[config.mk]
export PLATFORM = sky130hd
export DESIGN_NAME = ddfs_freq_meter
export DESIGN_NICKNAME = d
export VERILOG_FILES = /design/src/rtl/ddfs_freq_meter.sv
export SDC_FILE = /design/constraint.sdc
export NUM_CORES = 1
export LEC_CHECK = 0
export CAP_MARGIN = 20
export CORE_MARGIN = 3
export CORE_UTILIZATION = 25
export CTS_CLUSTER_DIAMETER = 60
export DETAILED_ROUTE_END_ITERATION = 6
export GPL_ROUTABILITY_DRIVEN = 0
export GPL_TIMING_DRIVEN = 1
export PLACE_DENSITY = 0.43
export SETUP_SLACK_MARGIN = 0.2
export SYNTH_ARGS = -nofsm -noshare
export SYNTH_HDL_FRONTEND = slang
export SYNTH_SLANG_ARGS = --single-unit
export TNS_END_PERCENT = 50
[constraint.sdc]
create_clock -name clk -period 4.1 [get_ports clk]
set_input_delay 1.23 -clock clk [delete_from_list [all_inputs] [get_ports clk]]
set_output_delay 1.23 -clock clk [all_outputs]
set_load 0.01 [all_outputs]
[src/rtl/ddfs_freq_meter.sv]
// Measures the frequency of a signed sine stream as a DDFS tuning word by counting Schmitt rising
// crossings over a crossing-aligned gate of 2^GATE_LOG2 valid samples; result 2 edges after index-N capture, no backpressure.
module ddfs_freq_meter #(
    parameter int ACC_W     = 23,
    parameter int DATA_W    = 8,
    parameter int GATE_LOG2 = 16,
    parameter int HYST      = 4
) (
    input  logic              clk,
    input  logic              rst,
    input  logic              en,
    input  logic [DATA_W-1:0] din,
    input  logic              din_valid,
    output logic [ACC_W-1:0]  fword,
    output logic              fword_valid,
    output logic              no_signal,
    output logic              busy
);

    localparam logic signed [DATA_W-1:0] THR_HI   = DATA_W'(HYST);
    localparam logic signed [DATA_W-1:0] THR_LO   = DATA_W'(-HYST);
    localparam logic [GATE_LOG2-1:0]     IDX_LAST = '1;

    typedef enum logic [1:0] {IDLE, SYNC, GATE, DONE} state_t;

    state_t                 state, state_nxt;
    logic [DATA_W-1:0]      din_r;
    logic                   din_r_vld;
    logic                   sch_hi;
    logic                   rise, fall, last;
    logic [GATE_LOG2-1:0]   idx;
    logic [GATE_LOG2-1:0]   cnt;
    logic                   timeout;
    logic [ACC_W-1:0]       cnt_word;

    assign rise     = din_r_vld && !sch_hi && ($signed(din_r) >= THR_HI);
    assign fall     = din_r_vld &&  sch_hi && ($signed(din_r) <= THR_LO);
    assign last     = (idx == IDX_LAST);
    assign cnt_word = ACC_W'(cnt) << (ACC_W - GATE_LOG2);
    assign busy     = (state != IDLE);

    always_ff @(posedge clk or posedge rst) begin
        if (rst) begin
            state <= IDLE;
        end else begin
            state <= state_nxt;
        end
    end

    always_comb begin
        state_nxt = state;
        case (state)
            IDLE: if (en) state_nxt = SYNC;
            SYNC: begin
                if (!en)                   state_nxt = IDLE;
                else if (rise)             state_nxt = GATE;
                else if (din_r_vld && last) state_nxt = DONE;
            end
            GATE: begin
                if (!en)                   state_nxt = IDLE;
                else if (din_r_vld && last) state_nxt = DONE;
            end
            DONE:    state_nxt = en ? SYNC : IDLE;
            default: state_nxt = IDLE;
        endcase
    end

    // idx doubles as the sync timeout counter in SYNC and the sample index in GATE.
    always_ff @(posedge clk or posedge rst) begin
        if (rst) begin
            din_r       <= '0;
            din_r_vld   <= 1'b0;
            sch_hi      <= 1'b0;
            idx         <= '0;
            cnt         <= '0;
            timeout     <= 1'b0;
            fword       <= '0;
            fword_valid <= 1'b0;
            no_signal   <= 1'b0;
        end else begin
            din_r       <= din;
            din_r_vld   <= din_valid;
            fword_valid <= 1'b0;
            if (rise) begin
                sch_hi <= 1'b1;
            end else if (fall) begin
                sch_hi <= 1'b0;
            end
            case (state)
                IDLE: begin
                    idx     <= '0;
                    cnt     <= '0;
                    timeout <= 1'b0;
                end
                SYNC: begin
                    timeout <= (state_nxt == DONE);
                    if (state_nxt == GATE) begin
                        idx <= '0;
                        cnt <= '0;
                    end else if (din_r_vld) begin
                        idx <= idx + 1'b1;
                    end
                end
                GATE: begin
                    timeout <= 1'b0;
                    if (din_r_vld) begin
                        idx <= idx + 1'b1;
                        if (rise) cnt <= cnt + 1'b1;
                    end
                end
                DONE: begin
                    fword_valid <= 1'b1;
                    no_signal   <= timeout;
                    fword       <= timeout ? '0 : cnt_word;
                    idx         <= '0;
                    cnt         <= '0;
                end
                default: begin
                    idx <= '0;
                    cnt <= '0;
                end
            endcase
        end
    end

endmodule
==> results.json, run 1 <==
{
  "portBuffers": 30,
  "min_period_over_period": 0.670,
  "placementRows": 38,
  "htreeDepth": 3,
  "drc": 0,
  "via_count": 2091,
  "insertion_delay_ns": 0.33,
  "antenna_left": 0,
  "io_pins": 38,
  "diodes": 0,
  "routed_wirelength_mm": 5.60,
  "path_max_fanout": 7,
  "cp-end-kind": "output port",
  "cts_buffers": 9,
  "finalClockSkew_ns": 0.00468,
  "initial_utilization": 0.260,
  "slew_headroom": 0.367,
  "dr.pass1.iters": 4,
  "r2r-start": "din_r_vld",
  "grt_max_degree": 47,
  "use_met2": 0.150,
  "timing.final.crit_period_ns": 2.75,
  "grt_use_met1": 0.127,
  "die_area_um2": 12800,
  "synth_edf_count": 0,
  "drive_gt1_frac": 0.0813,
  "power_frac_clock": 0.538,
  "hold_path_depth": 2,
  "min_path_type": "reg2reg",
  "rsz0062_at_grt": "no",
  "min_from": "fword[13]",
  "status": "completed",
  "hold_viol_final": 0,
  "core_area_um2": 11000,
  "clock-sinks": 63,
  "grt.busiest_layer": "met2",
  "vdd_drop_max_uv": 220,
  "worstPathRequired_ns": 2.87,
  "fin_nets": 341,
  "p_switching_uw": 321,
  "cts_root_buffer": "clkbuf_16",
  "synth_warnings": 0,
  "syn_avg_cell_area_um2": 9.75,
  "fin_cells": 472,
  "synth-seq-cells": 63,
  "seq_power_share": 0.415,
  "syn_inst": 294,
  "arrival_ns": 1.52,
  "die_h_um": 113,
  "min_to": "fword[13]",
  "hold_ws_ns": 0.474,
  "cts_tree": "built",
  "post_cts_resized": 0,
  "via_per_inst": 4.43,
  "ys_types": 35,
  "grtUsageMet3": 0.0374,
  "path_clk_slew_ns": 0.05,
  "finalSetupViolCount": 0,
  "cellInternalPower_uw": 1220,
  "antenna_found_initial": 0,
  "start_kind": "flip-flop",
  "grt_use_total": 0.0981,
  "p_per_area_nw_per_um2": 425,
  "fin_tns_setup_ns": 0,
  "ys_seq_area_frac": 0.550,
  "r2r_slack_ns": 1.79,
  "cts_setup_buffers": 0,
  "syn_area_um2": 2870,
  "synthArstFlopShare": 1.00,
  "switching_share": 0.208,
  "grt_first_pass_wirelength_mm": 9.96,
  "grt_pass1_vias": 2038,
  "worstSetupPathType": "reg2out",
  "drt_iter0_markers": 77,
  "slew_viol_final": 0,
  "drv_cap": 0,
  "clockBufferDepth": 2,
  "globalRouteOverflowTotal": 0,
  "syn_to_final_growth_pct": 26.7,
  "tightest_slew_ns": 0.948,
  "dp_hpwl_mm": 3.98,
  "reg2regPathDepth": 6,
  "cts_hold_buf": 0,
  "synth-main-ff-cell": "dfrtp_1",
  "p_comb_frac": 0.047,
  "post_drt_wl_per_cell_um": 11.9,
  "r2r_end": "cnt[5]",
  "die_x_um": 113,
  "dp_cells": 455,
  "fmax_mhz": 364,
  "p_leak_uw": 0.00148
}
## sequential cells by signal (all words and copies together) (netlist names)
signal	cells
fword	16
din_r	8
cnt	16
fword_valid	1
sch_hi	1
no_signal	1
timeout	1
din_r_vld	1
state	2
idx	16
## per-stage QoR
step,power (uW),utilization,setup WS [ns],instance area [um^2]
detailed placement,725,0.298,0.980,3280
floorplan,702,-,1.30,2890
global route,1610,0.330,1.13,3630
global placement,724,0.298,1.03,3280
finish,1540,0.330,1.35,3630
CTS,1580,0.328,1.33,3610
## cells by family (layout without fill, tap and decap cells)
logic type | Yosys count | count (layout) | share of synthesized area
and+or+nand+nor | 133 | 133 | 0.230
DFF | 63 | 63 | 0.550
AOI/OAI and AO/OA | 46 | 46 | 0.0912
buffers and inverters | 27 | 59 | 0.0502
xor gates and xnor gates | 20 | 20 | 0.0611
adders and majority gates | 2 | 2 | 0.00872
muxes | 2 | 2 | 0.00742
other | 1 | 7 | 0.00131
## cell usage in the layout, fill, tap and decap left out, drive strengths merged
| cell type | count |
|---|---|
| clkinv | 1 |
| nor4bb | 1 |
| or4 | 3 |
| o31ai | 5 |
| dfrtp | 63 |
| mux2 | 1 |
| a22oi | 1 |
| o21a | 1 |
| mux2i | 1 |
| xnor2 | 7 |
| a21o | 2 |
| or2 | 3 |
| nor2 | 31 |
| xor2 | 13 |
| bufinv | 2 |
| nand2 | 36 |
| nor3b | 1 |
| or3 | 7 |
| clkdlybuf4s50 | 30 |
| and3 | 1 |
| clkinvlp | 2 |
| nor3 | 8 |
| nand3 | 4 |
| nor2b | 3 |
| o211a | 1 |
| buf | 5 |
| clkbuf | 11 |
| inv | 8 |
| o21ai | 22 |
| a21oi | 14 |
| nand2b | 15 |
| or3b | 1 |
| nor4 | 3 |
| conb | 7 |
| nand4 | 16 |
| ha | 2 |
## worst max-delay path by stage
stage                   from       to  cells past startpoint
global placement          en  cnt[11]                      6
finish              state[1]     busy                      2
CTS                 state[1]     busy                      2
floorplan                rst   cnt[0]                      1
global route              en  cnt[11]                      6
detailed placement        en  cnt[11]                      6
## worst max-delay path, cell delays in order (launching register included)
cell,delay [ns]
dfrtp_1,0.43
or2_2,0.29
clkdlybuf4s50_1,0.48
## area by class of cell
cell class	count	area [um^2]
clock buffer	11	253
clock inverter	5	80.1
timing repair buffer	35	350
inverter	8	30.0
sequential	63	1580
multi-input combinational	210	1170
tap	140	175
fill	1159	7400
## power groups by stage
stage,clock (uW),sequential [uW],combinational [uW]
after detailed placement,0,652,73.3
final,831,641,72.9
after CTS,861,641,73.4
after global routing,881,642,84.0
after global placement,0,652,72.2
after floorplan,0,649,52.4
## metal layers
metal,part of all wire,routed length (um),vias to the layer above
li1,-,-,1057
met5,0,0,-
met2,0.46,2600,40
met4,0.015,83,0
met1,0.47,2620,987
met3,0.054,303,7
## cell usage after synthesis (all sizes together), types with 2 or more instances
master  number  area share
nand2       36       0.047
o21ai       22       0.038
nor2        31       0.041
nand3        4      0.0070
or3          7       0.015
or2          3      0.0065
xor2        13       0.040
ha           2      0.0087
nand2b      15       0.033
inv          8       0.010
nor4         3      0.0065
a21oi       14       0.026
buf         11       0.029
xnor2        7       0.021
dfrtp       63        0.55
clkbuf       8       0.010
nand4       16       0.035
nor2b        3      0.0065
o31ai        5       0.013
a21o         2      0.0052
nor3         8       0.014
or4          3      0.0079
Note: power is estimated with default switching activity, not from simulation.
==> inputs of run 2 (changes only) <==
==> constraint.sdc (replaced) <==
create_clock -name clk -period 2.6 [get_ports clk]
set_input_delay 0.78 -clock clk [delete_from_list [all_inputs] [get_ports clk]]
set_output_delay 0.78 -clock clk [all_outputs]
set_load 0.01 [all_outputs]
==> results.json, run 2 (same netlist as run 1, synthesis figures left out) <==
{
  "cp-end-kind": "output port",
  "grt_pass1_vias": 2014,
  "r2r_end": "cnt[9]",
  "grt_first_pass_wirelength_mm": 9.67,
  "drv_cap": 0,
  "drc": 0,
  "routed_wirelength_mm": 5.61,
  "finalSetupViolCount": 0,
  "portBuffers": 30,
  "min_period_over_period": 0.881,
  "initial_utilization": 0.260,
  "top_regs": "cnt: 16 flops, fword: 16 flops, idx: 16 flops",
  "fin_tns_setup_ns": 0,
  "p_leak_uw": 0.00149,
  "antenna_found_initial": 0,
  "path_max_fanout": 7,
  "fin_nets": 345,
  "r2r_slack_ns": 0.63,
  "cts_hold_buf": 0,
  "reg2regPathDepth": 6,
  "cts_root_buffer": "clkbuf_16",
  "insertion_delay_ns": 0.32,
  "min_path_type": "reg2reg",
  "fillCellCount": 1151,
  "grt_use_total": 0.0947,
  "vdd_drop_max_uv": 343,
  "die_h_um": 113,
  "mostFrequentLayoutCell": "dfrtp_1",
  "drt_iter0_markers": 75,
  "via_per_inst": 4.45,
  "diodes": 0,
  "r2r-start": "din_r_vld",
  "min_to": "fword[17]",
  "status": "completed",
  "syn_to_final_growth_pct": 27.6,
  "die_x_um": 113,
  "timing.final.crit_period_ns": 2.29,
  "worstPathRequired_ns": 1.82,
  "grt_max_degree": 32,
  "p_total_uw": 2390,
  "cts_setup_buffers": 0,
  "via_count": 2116,
  "globalRouteOverflowTotal": 0,
  "antenna_left": 0,
  "tightest_slew_ns": 0.506,
  "post_cts_resized": 0,
  "htreeDepth": 3,
  "finalClockSkew_ns": 0.00512,
  "fmax_mhz": 436,
  "p_per_area_nw_per_um2": 652,
  "worstSetupPathType": "reg2out",
  "slew_viol_final": 0,
  "die_area_um2": 12800,
  "rsz0062_at_grt": "no",
  "placementRows": 38,
  "start_kind": "flip-flop",
  "path_clk_slew_ns": 0.05,
  "clockBufferDepth": 2,
  "hold_viol_final": 0,
  "io_pins": 38,
  "clock-sinks": 63,
  "drive_gt1_frac": 0.0893,
  "post_drt_wl_per_cell_um": 11.8,
  "dp_hpwl_mm": 4.00,
  "cts_buffers": 9,
  "core_area_um2": 11000,
  "cts_tree": "built",
  "hold_path_depth": 2,
  "arrival_ns": 1.51,
  "min_from": "fword[17]",
  "layout_common_cells": "dfrtp_1, nand2_1, nor2_1, clkdlybuf4s50_1, o21ai_0",
  "dr.pass1.iters": 4,
  "slew_headroom": 0.660
}
[run 2: changes by cell type in the layout (fill, tap and decap cells not counted)]
cell / change
clkbuf_8: -2
clkbuf_1: +1
clkinv_2: +1
buf_4: +3
buf_12: +1
[run 2: worst max path at each step]
stage | endpoint | startpoint | slack, ns | depth (start not counted)
floorplan | cnt[0] | rst | 0.25 | 1
global placement | cnt[9] | en | 0.22 | 6
detailed placement | cnt[9] | en | 0.18 | 6
CTS | busy | state[0] | 0.29 | 2
global route | busy | state[1] | 0.23 | 2
finish | busy | state[1] | 0.31 | 2
[run 2: cell type report]
| class | instances | area [um^2] | share of cell area |
|---|---|---|---|
| Sequential cell | 63 | 1580 | 0.431 |
| Multi-Input combinational cell | 210 | 1170 | 0.320 |
| Timing Repair Buffer | 39 | 393 | 0.107 |
| Clock buffer | 10 | 229 | 0.0626 |
| Tap cell | 140 | 175 | 0.0479 |
| Clock inverter | 6 | 85.1 | 0.0233 |
| Inverter | 8 | 30.0 | 0.00821 |
[run 2: power breakdown]
part           switching, uW  internal [uW]  total [uW]
combinational           72.1           51.4         123
sequential              13.0            998        1010
clock                    416            835        1250
total                    502           1880        2390
[run 2: worst max-delay path: stages, from the launching register on]
cell and delay (ns):
dfrtp_1 0.43, or2_2 0.29, clkdlybuf4s50_1 0.48
[run 2: metrics by stage]
stage / setup WS (ns) / cells / hold slack, ns / util / cell area [um^2]
finish: 0.309 / 476 / 0.476 / 0.332 / 3660
floorplan: 0.250 / 300 / 0.436 / - / 2890
global placement: 0.224 / 460 / 0.460 / 0.303 / 3340
global route: 0.235 / 476 / 0.498 / 0.332 / 3660
detailed placement: 0.183 / 460 / 0.472 / 0.303 / 3340
CTS: 0.291 / 476 / 0.485 / 0.332 / 3660
[run 2: routing by layer]
metal / share of wire / up-vias / GRT usage
li1: - / 1063 / -
met1: 0.46 / 994 / 0.119
met2: 0.47 / 48 / 0.148
met3: 0.049 / 11 / 0.0326
met4: 0.021 / 0 / 0.0425
met5: 0 / - / 0
